===== config.mk =====
export PLATFORM = sky130hd
export DESIGN_NAME = parser_ingress_arbiter
export DESIGN_NICKNAME = d
export VERILOG_FILES = /design/src/rtl/parser_ingress_arbiter.sv
export SDC_FILE = /design/constraint.sdc
export NUM_CORES = 1
export LEC_CHECK = 0
export ABC_CLOCK_PERIOD_IN_PS = 2200
export CAP_MARGIN = 30
export CORE_UTILIZATION = 35
export CTS_BUF_LIST = sky130_fd_sc_hd__clkbuf_8
export CTS_CLUSTER_DIAMETER = 80
export CTS_CLUSTER_SIZE = 12
export DETAILED_ROUTE_END_ITERATION = 8
export GPL_TIMING_DRIVEN = 0
export HOLD_SLACK_MARGIN = 0.1
export PLACE_DENSITY = 0.9
export SETUP_SLACK_MARGIN = 0.15
export SLEW_MARGIN = 15
export SYNTH_ARGS = -nofsm -noshare
export SYNTH_HDL_FRONTEND = slang
export SYNTH_SLANG_ARGS = --single-unit
export TNS_END_PERCENT = 1

===== constraint.sdc =====
create_clock -name clk -period 2.2 [get_ports clk]
set_input_delay 0.33 -clock clk [delete_from_list [all_inputs] [get_ports clk]]
set_output_delay 0.33 -clock clk [all_outputs]
set_load 0.03 [all_outputs]

===== src/rtl/parser_ingress_arbiter.sv =====
// Packet-atomic round-robin arbiter feeding the sequence parser's single ingress port.
// One source owns the port from grant until its last word is accepted; data passes through with zero latency.
module parser_ingress_arbiter #(
    parameter  int NUM_SRC       = 4,
    parameter  int DATA_W        = 32,
    parameter  int MAX_PKT_WORDS = 12,
    localparam int ID_W          = (NUM_SRC > 1) ? $clog2(NUM_SRC) : 1
) (
    input  logic                        clk,
    input  logic                        reset,
    input  logic [NUM_SRC*DATA_W-1:0]   src_data,
    input  logic [NUM_SRC-1:0]          src_val,
    input  logic [NUM_SRC-1:0]          src_last,
    output logic [NUM_SRC-1:0]          src_ready,
    output logic [DATA_W-1:0]           dataIn,
    output logic                        dataIn_val,
    output logic                        dataIN_last,
    input  logic                        dataIn_ready,
    output logic [ID_W-1:0]             grant_id,
    output logic                        grant_active,
    output logic [15:0]                 pkt_count,
    output logic                        overlength_err
);

    typedef enum logic {
        IDLE,
        FORWARD
    } state_e;

    state_e            state_q, state_d;
    logic [ID_W-1:0]   grant_id_q, grant_id_d;
    logic [ID_W-1:0]   rr_ptr_q, rr_ptr_d;
    logic              grant_active_q, grant_active_d;
    logic [7:0]        word_cnt_q, word_cnt_d;
    logic [15:0]       pkt_count_q, pkt_count_d;
    logic              overlength_err_q, overlength_err_d;

    logic [DATA_W-1:0] src_word [NUM_SRC];
    logic [ID_W-1:0]   rr_pick;
    logic              rr_found;

    for (genvar g = 0; g < NUM_SRC; g++) begin : g_unpack
        assign src_word[g] = src_data[g*DATA_W +: DATA_W];
    end

    // Search starts just after the last packet's owner, so it becomes lowest priority.
    always_comb begin
        int              idx_int;
        logic [ID_W-1:0] idx;
        // NOTE: every always_comb output gets a default before any branch, so no latch is inferred.
        rr_pick  = '0;
        rr_found = 1'b0;
        idx_int  = 0;
        idx      = '0;
        for (int i = 1; i <= NUM_SRC; i++) begin
            idx_int = (int'(rr_ptr_q) + i) % NUM_SRC;
            idx     = ID_W'(idx_int);
            if (!rr_found && src_val[idx]) begin
                rr_pick  = idx;
                rr_found = 1'b1;
            end
        end
    end

    always_comb begin
        state_d          = state_q;
        grant_id_d       = grant_id_q;
        rr_ptr_d         = rr_ptr_q;
        grant_active_d   = grant_active_q;
        word_cnt_d       = word_cnt_q;
        pkt_count_d      = pkt_count_q;
        overlength_err_d = 1'b0;
        src_ready        = '0;
        dataIn           = '0;
        dataIn_val       = 1'b0;
        dataIN_last      = 1'b0;

        case (state_q)
            IDLE: begin
                if (rr_found) begin
                    grant_id_d     = rr_pick;
                    grant_active_d = 1'b1;
                    word_cnt_d     = '0;
                    state_d        = FORWARD;
                end
            end
            FORWARD: begin
                dataIn                = src_word[grant_id_q];
                dataIn_val            = src_val[grant_id_q];
                dataIN_last           = src_last[grant_id_q];
                src_ready[grant_id_q] = dataIn_ready;
                if (dataIn_val && dataIn_ready) begin
                    if (word_cnt_q != 8'hFF) begin
                        word_cnt_d = word_cnt_q + 8'd1;
                    end
                    if (dataIN_last) begin
                        rr_ptr_d       = grant_id_q;
                        pkt_count_d    = pkt_count_q + 16'd1;
                        grant_active_d = 1'b0;
                        state_d        = IDLE;
                    end else if (word_cnt_q == 8'(MAX_PKT_WORDS - 1)) begin
                        // Grant is kept; the packet is never split, only flagged once.
                        overlength_err_d = 1'b1;
                    end
                end
            end
            default: state_d = IDLE;
        endcase
    end

    // NOTE: reset is synchronous, so it is only tested inside the clocked block; no async sensitivity.
    always_ff @(posedge clk) begin
        if (reset) begin
            state_q          <= IDLE;
            grant_id_q       <= '0;
            rr_ptr_q         <= ID_W'(NUM_SRC - 1);
            grant_active_q   <= 1'b0;
            word_cnt_q       <= '0;
            pkt_count_q      <= '0;
            overlength_err_q <= 1'b0;
        end else begin
            // NOTE: non-blocking assignments keep every flop sampling pre-edge values.
            state_q          <= state_d;
            grant_id_q       <= grant_id_d;
            rr_ptr_q         <= rr_ptr_d;
            grant_active_q   <= grant_active_d;
            word_cnt_q       <= word_cnt_d;
            pkt_count_q      <= pkt_count_d;
            overlength_err_q <= overlength_err_d;
        end
    end

    assign grant_id       = grant_id_q;
    assign grant_active   = grant_active_q;
    assign pkt_count      = pkt_count_q;
    assign overlength_err = overlength_err_q;

endmodule


==> impl_metrics.env, run 1 <==
export IMPL_status="complete, no violations"
export IMPL_ys_types=41
export IMPL_ys_top_cells_by_area="mux4_2 (28%), dfxtp_1 (24%), and2_1 (8.4%), xor2_1 (4.4%), nor2_1 (3.9%)"
export IMPL_track_usage_pct=26.6
export IMPL_ir_drop_v=0.000555
export IMPL_antenna_found_initial=0
export IMPL_synth_top_cell_area_share_pct=28.5
export IMPL_timing_fmax_ghz=0.464
export IMPL_yosysWarningCount=0
export IMPL_r2r_slack_ns=0.24
export IMPL_syn2layout_area_growth_pct=89.3
export IMPL_fp_dieH_um=88.4
export IMPL_initial_core_util_pct=36.2
export IMPL_cts_sinks=31
export IMPL_met1_length_mm=4.22
export IMPL_hp_start="grant_active$_SDFFE_PP0P_"
export IMPL_p_sw_mw=0.672
export IMPL_drt_pass1_iterations=4
export IMPL_post_route_util_pct=68.5
export IMPL_crit_fanout=6
export IMPL_num_vias=3161
export IMPL_path_class="reg -> out"
export IMPL_yosys_most_used_dff="dfxtp_1"
export IMPL_rsz0062_at_grt="true"
export IMPL_multi_input_area_mm2=0.00189
export IMPL_nets=627
export IMPL_drive_gt1_share_pct=23.6
export IMPL_cts_max_level=2
export IMPL_highest_signal_layer="met4"
export IMPL_place_area_mm2=0.00471
export IMPL_worst_path_largest_cell_delay_ns=0.53
export IMPL_tns_ns=0
export IMPL_combPwrFrac_pct=45.5
export IMPL_rows=31
export IMPL_fillers=556
export IMPL_cts_tree="yes"
export IMPL_r2r_end="pkt_count[9]$_SDFFE_PP0P_"
export IMPL_diodes=0
export IMPL_leakage_nw=1.89
export IMPL_drc=0
export IMPL_fin_crit_ns=2.15
export IMPL_r2r_start="grant_id[0]$_SDFFE_PP0P_"
export IMPL_fin_cells=586
export IMPL_cts_root_buf="clkbuf_8"
export IMPL_place_gp_congestion=0.836
export IMPL_drt_initial_drc_count=121
export IMPL_required_ns=1.87
export IMPL_p_sw_share_pct=31.0
export IMPL_avgViaCountPerCell=5.39
export IMPL_portBuffers=196
export IMPL_setup_viol=0
export IMPL_clk_pin_slew_worst_paths_ns=0.07
export IMPL_synth_edf_count=0
export IMPL_finalClockSkew_ns=0.0111
export IMPL_syn_inst=271
export IMPL_postLayoutCellArea_mm2=0.00494
export IMPL_clock_latency_ns=0.30
export IMPL_synth_fp_nets=412
export IMPL_dp_cells=566
export IMPL_seq_area_frac_synth_pct=23.8
export IMPL_drv_cap=0
export IMPL_synth_most_common_cell="and2_1"
export IMPL_end_kind="output port"
export IMPL_path_cells="buf_12, buf_12, mux4_2, and2_1, buf_2"
export IMPL_cp_arrival_ns=1.82
export IMPL_path_buf_inv=3
export IMPL_core_mm2=0.00721
export IMPL_p_clk_share_pct=27.4
export IMPL_dieArea_mm2=0.00781
export IMPL_clockBufferDepth=2
export IMPL_regArea_um2=626
export IMPL_wirelength_mm=11.5
export IMPL_ant_nets=0
export IMPL_seq_power_share_pct=27.1
export IMPL_holdWs_ns=0.466
export IMPL_post_route_period_util_pct=97.9
export IMPL_ys_top_cells_by_count="and2_1 (35), mux4_2 (33), dfxtp_1 (31)"
export IMPL_min_path_type="reg -> reg"
export IMPL_finalMaxSlewViolations=0
export IMPL_hold_violations=0
export IMPL_power_density_mw_per_mm2=439
export IMPL_r2r_cells=6
export IMPL_synthArstFlopShare_pct=0
export IMPL_intPower_mw=1.50
export IMPL_grt_pass1_vias=2964
export IMPL_avgRoutedWirePerCell_um=19.7
export IMPL_hold_depth=2
export IMPL_whs_endpoint="grant_active$_SDFFE_PP0P_"
export IMPL_synth_seq_cells=31
export IMPL_path_common_cell="buf_12"
export IMPL_die_w_um=88.4
export IMPL_relSlewSlack_pct=65.9
export IMPL_avgSynthCellArea_um2=9.64
export IMPL_wl_met2_mm=5.80
export IMPL_yosysTopAreaCell="mux4_2"
export IMPL_dp_hpwl_mm=9.04
export IMPL_boundaryPins=197
export IMPL_startpoint_type="flip-flop"
export IMPL_worst_path_max_delay_cell="mux4_2"
export IMPL_overflow=0
export IMPL_cp_top_family="multiplexers"
export IMPL_wl_met3_mm=1.20
export IMPL_syn_cell_area_mm2=0.00261
export IMPL_grt_pass1_wl_mm=15.5
export IMPL_worst_pin_slew_ns=0.512
export IMPL_numCtsBuffers=5
export IMPL_grt_max_degree=11
cell type report:
type                    instances  share of cell area, %
plain buffers                  21                   3.90
clock buffers                   6                   1.67
clock inverters                 2                  0.709
inverters                       6                  0.456
multi-input cells             213                   38.2
flip-flops and latches         31                   12.7
well taps                      99                   2.51
repair buffers                208                   39.9
power groups by stage:
stage | Combinational [mW] | Sequential (mW) | Clock (mW)
2_1_floorplan | 0.454 | 0.607 | 0
3_3_place_gp | 0.921 | 0.596 | 0
3_5_place_dp | 0.935 | 0.597 | 0
4_1_cts | 0.949 | 0.586 | 0.593
5_1_grt | 1.04 | 0.589 | 0.628
6_report | 0.987 | 0.587 | 0.594
stage by stage:
stage	worst slack, ns	power, mW
after global routing	0.0129	2.25
after floorplan	0.148	1.06
after CTS	-0.0737	2.13
final	0.0471	2.17
after global placement	-0.521	1.52
after detailed placement	-0.525	1.53
timing repair:
| item | in CTS | in global routing |
|---|---|---|
| resized for setup | 144 | 65 |
| hold endpoints to repair | 0 | 0 |
| endpoints found under the setup margin | 38 | 44 |
| gates cloned | 0 | 4 |
| setup buffers | 1 | 7 |
| hold buffers | 0 | 0 |
state kept, by name, summed over array words and instances (netlist names):
register	cells
grant_id	2
grant_active	1
state_q	1
pkt_count	16
overlength_err	1
rr_ptr_q	2
word_cnt_q	8
routing by layer:
metal	global-route usage, %	vias up
li1	-	1431
met1	31.9	1539
met2	46.1	165
met3	7.65	26
met4	8.06	0
met5	0	-
how the worst max path moves through the flow:
stage,from,to,slack [ns],depth (start not counted)
after floorplan,grant_id[1]$_SDFFE_PP0P_,dataIn[10],0.15,4
after global placement,src_last[2],dataIN_last,-0.52,5
after detailed placement,src_last[2],dataIN_last,-0.52,5
after CTS,grant_id[0]$_SDFFE_PP0P_,dataIn[3],-0.07,5
after global routing,grant_id[0]$_SDFFE_PP0P_,dataIn[18],0.01,5
final,grant_id[0]$_SDFFE_PP0P_,dataIn[3],0.05,5
cell usage in the layout (no fill, tap or decap), types with 3 or more instances in the layout:
cell	instances
nor2_1	27
clkbuf_1	6
nand2b_1	3
dfxtp_1	29
clkbuf_2	4
and2_1	34
o21ai_0	4
a21oi_1	12
buf_12	5
or3_1	3
inv_1	6
nand2_1	14
clkdlybuf4s50_1	158
and4_1	3
buf_6	3
mux4_2	33
buf_2	32
buf_4	9
and3_1	4
nand4_1	8
xor2_1	13
a211oi_1	3
clkbuf_16	4
clkbuf_8	8
nand3_1	17
dlygate4sd2_1	5
nor3_1	3
kinds of logic after synthesis:
kind of cell               count (synthesis)  share of synthesized area (%)
AOI/OAI and AO/OA                         28                           7.04
xor gates and xnor gates                  14                           4.70
adders and majority gates                  2                          0.958
buffers and inverters                     27                           4.55
DFF                                       31                           23.8
muxes                                     37                           30.0
and+or+nand+nor                          132                           28.9
tightest hold or removal path, cell delays in order (launching register included):
cell     delay [ns]
dfxtp_1        0.32
nand2_1        0.05
a21oi_1        0.05
Note: power is estimated with default switching activity, not from simulation.
==> run 2: changes to the inputs <==
Settings changed: REMOVE_ABC_BUFFERS set to 1.
==> run 2 against run 1 <==
Against the previous run: via count decreased by 1.5%; largest cell class unchanged; critical path type unchanged; total power decreased by 6.7%; combinational power decreased by 5.7%; critical path depth decreased by 1; design area decreased by 2.1%; sequential cell count unchanged; clock skew decreased by 0.0076 ns; clock power decreased by 16%; global-route usage increased by 0.15 points.
==> impl_metrics.env, run 2 (synthesis results as in run 1) <==
export IMPL_status="complete, no violations"
export IMPL_power_density_mw_per_mm2=418
export IMPL_worst_path_max_delay_cell="mux4_2"
export IMPL_required_ns=1.87
export IMPL_grt_pass1_vias=3015
export IMPL_core_mm2=0.00721
export IMPL_layout_common_cells="clkdlybuf4s50_1 (158), and2_1 (35), mux4_2 (33)"
export IMPL_r2r_start="grant_id[1]$_SDFFE_PP0P_"
export IMPL_rsz0062_at_grt="true"
export IMPL_fin_crit_ns=2.06
export IMPL_boundaryPins=197
export IMPL_finalMaxSlewViolations=0
export IMPL_path_class="reg -> out"
export IMPL_rows=31
export IMPL_crit_fanout=19
export IMPL_fillers=567
export IMPL_drt_initial_drc_count=101
export IMPL_fp_dieH_um=88.4
export IMPL_leakage_nw=1.82
export IMPL_grt_max_degree=30
export IMPL_drt_pass1_iterations=4
export IMPL_cts_sinks=31
export IMPL_dp_hpwl_mm=7.90
export IMPL_startpoint_type="flip-flop"
export IMPL_hold_violations=0
export IMPL_drv_cap=0
export IMPL_cts_max_level=2
export IMPL_drive_gt1_share_pct=22.6
export IMPL_path_cells="buf_12, mux4_2, and2_1, buf_2"
export IMPL_avgViaCountPerCell=5.43
export IMPL_clock_latency_ns=0.29
export IMPL_finalPower_mw=2.02
export IMPL_ant_nets=0
export IMPL_holdWs_ns=0.491
export IMPL_num_vias=3114
export IMPL_numCtsBuffers=5
export IMPL_cp_arrival_ns=1.73
export IMPL_r2r_cells=7
export IMPL_nets=614
export IMPL_regArea_um2=632
export IMPL_cts_root_buf="clkbuf_8"
export IMPL_wirelength_mm=10.8
export IMPL_track_usage_pct=26.7
export IMPL_overflow=0
export IMPL_post_route_period_util_pct=93.8
export IMPL_multi_input_area_mm2=0.00193
export IMPL_cts_tree="yes"
export IMPL_setup_viol=0
export IMPL_worst_pin_slew_ns=0.577
export IMPL_relSlewSlack_pct=61.5
export IMPL_clockBufferDepth=2
export IMPL_finalClockSkew_ns=0.00351
export IMPL_timing_fmax_ghz=0.485
export IMPL_path_buf_inv=2
export IMPL_r2r_end="pkt_count[9]$_SDFFE_PP0P_"
export IMPL_avgRoutedWirePerCell_um=18.8
export IMPL_initial_core_util_pct=36.2
export IMPL_cp_top_family="multiplexers"
export IMPL_layout_commonest_cell="clkdlybuf4s50_1"
export IMPL_r2r_slack_ns=0.16
export IMPL_die_w_um=88.4
export IMPL_critPathCapture="dataIn[5]"
export IMPL_post_route_util_pct=67.1
export IMPL_portBuffers=196
export IMPL_grt_pass1_wl_mm=15.7
export IMPL_min_path_type="reg -> reg"
export IMPL_drc=0
export IMPL_syn2layout_area_growth_pct=85.3
export IMPL_place_gp_congestion=0.805
export IMPL_antenna_found_initial=2
export IMPL_dieArea_mm2=0.00781
export IMPL_crit_start="grant_id[0]$_SDFFE_PP0P_"
export IMPL_largest_reg_flops=16
export IMPL_cp_depth=4
export IMPL_clk_pin_slew_worst_paths_ns=0.06
export IMPL_ir_drop_v=0.000364
export IMPL_end_kind="output port"
export IMPL_worst_path_largest_cell_delay_ns=0.51
-- run 2: cell count changes in the layout (fill, tap and decap cells not counted), moves of 4 or more --
cell / before / now
buf_2: 32 / 24
clkbuf_1: 6 / 0
buf_4: 9 / 16
clkbuf_16: 4 / 0
-- run 2: stage by stage --
stage | cell area (um2) | TNS (ns) | worst slack, ns | instances
floorplan | 2510 | -56.44 | -1.28 | 250
global placement | 4600 | -102.45 | -1.87 | 545
finish | 4840 | 0 | 0.136 | 574
CTS | 4780 | -0.0290 | -0.0290 | 563
detailed placement | 4640 | -20.43 | -0.666 | 547
global route | 4840 | 0 | 0.0577 | 574
-- run 2: worst min path at each step --
| stage | start | to | slack [ns] | depth (start not counted) |
|---|---|---|---|---|
| after detailed placement | pkt_count[15]$_SDFFE_PP0P_ | pkt_count[15]$_SDFFE_PP0P_ | 0.48 | 2 |
| after CTS | pkt_count[15]$_SDFFE_PP0P_ | pkt_count[15]$_SDFFE_PP0P_ | 0.49 | 2 |
| final | pkt_count[15]$_SDFFE_PP0P_ | pkt_count[15]$_SDFFE_PP0P_ | 0.49 | 2 |
| after global placement | grant_active$_SDFFE_PP0P_ | grant_active$_SDFFE_PP0P_ | 0.47 | 2 |
| after floorplan | reset | grant_active$_SDFFE_PP0P_ | 0.40 | 1 |
| after global routing | pkt_count[15]$_SDFFE_PP0P_ | pkt_count[15]$_SDFFE_PP0P_ | 0.50 | 2 |
-- run 2: layout make-up --
cell class / count / share of cell area [%]
clock buffer: 7 / 1.99
sequential: 31 / 13.1
tap: 99 / 2.56
timing repair buffer: 214 / 41.9
inverter: 6 / 0.465
multi-input combinational: 215 / 39.9
clock inverter: 1 / 0.0776
antenna: 1 / 0.0517
-- run 2: layer usage --
layer  GRT usage (%)  part of all wire, %
met1            32.4                   40
met2            46.0                   48
met4            8.36                  3.4
met5               0                 0.12
met3            7.37                  8.7
-- run 2: repair_timing --
action / CTS / global route
pin swaps: 1 / 1
endpoints found under the setup margin: 69 / 42
hold buffers: 0 / 0
endpoints found under the hold margin: 0 / 0
cloned: 1 / 1
setup buffers: 7 / 8
gates resized for setup: 177 / 15
-- run 2: tightest hold or removal path, cell delays in order, from the launching register on --
cell and delay, ns:
dfxtp_1 0.32, o21ai_0 0.07, a21oi_1 0.06
-- run 2: power by group --
group	switching, mW	internal, mW	leakage [nW]
Sequential	0.0220	0.572	0.253
Clock	0.217	0.281	0.0557
Combinational	0.410	0.521	1.51
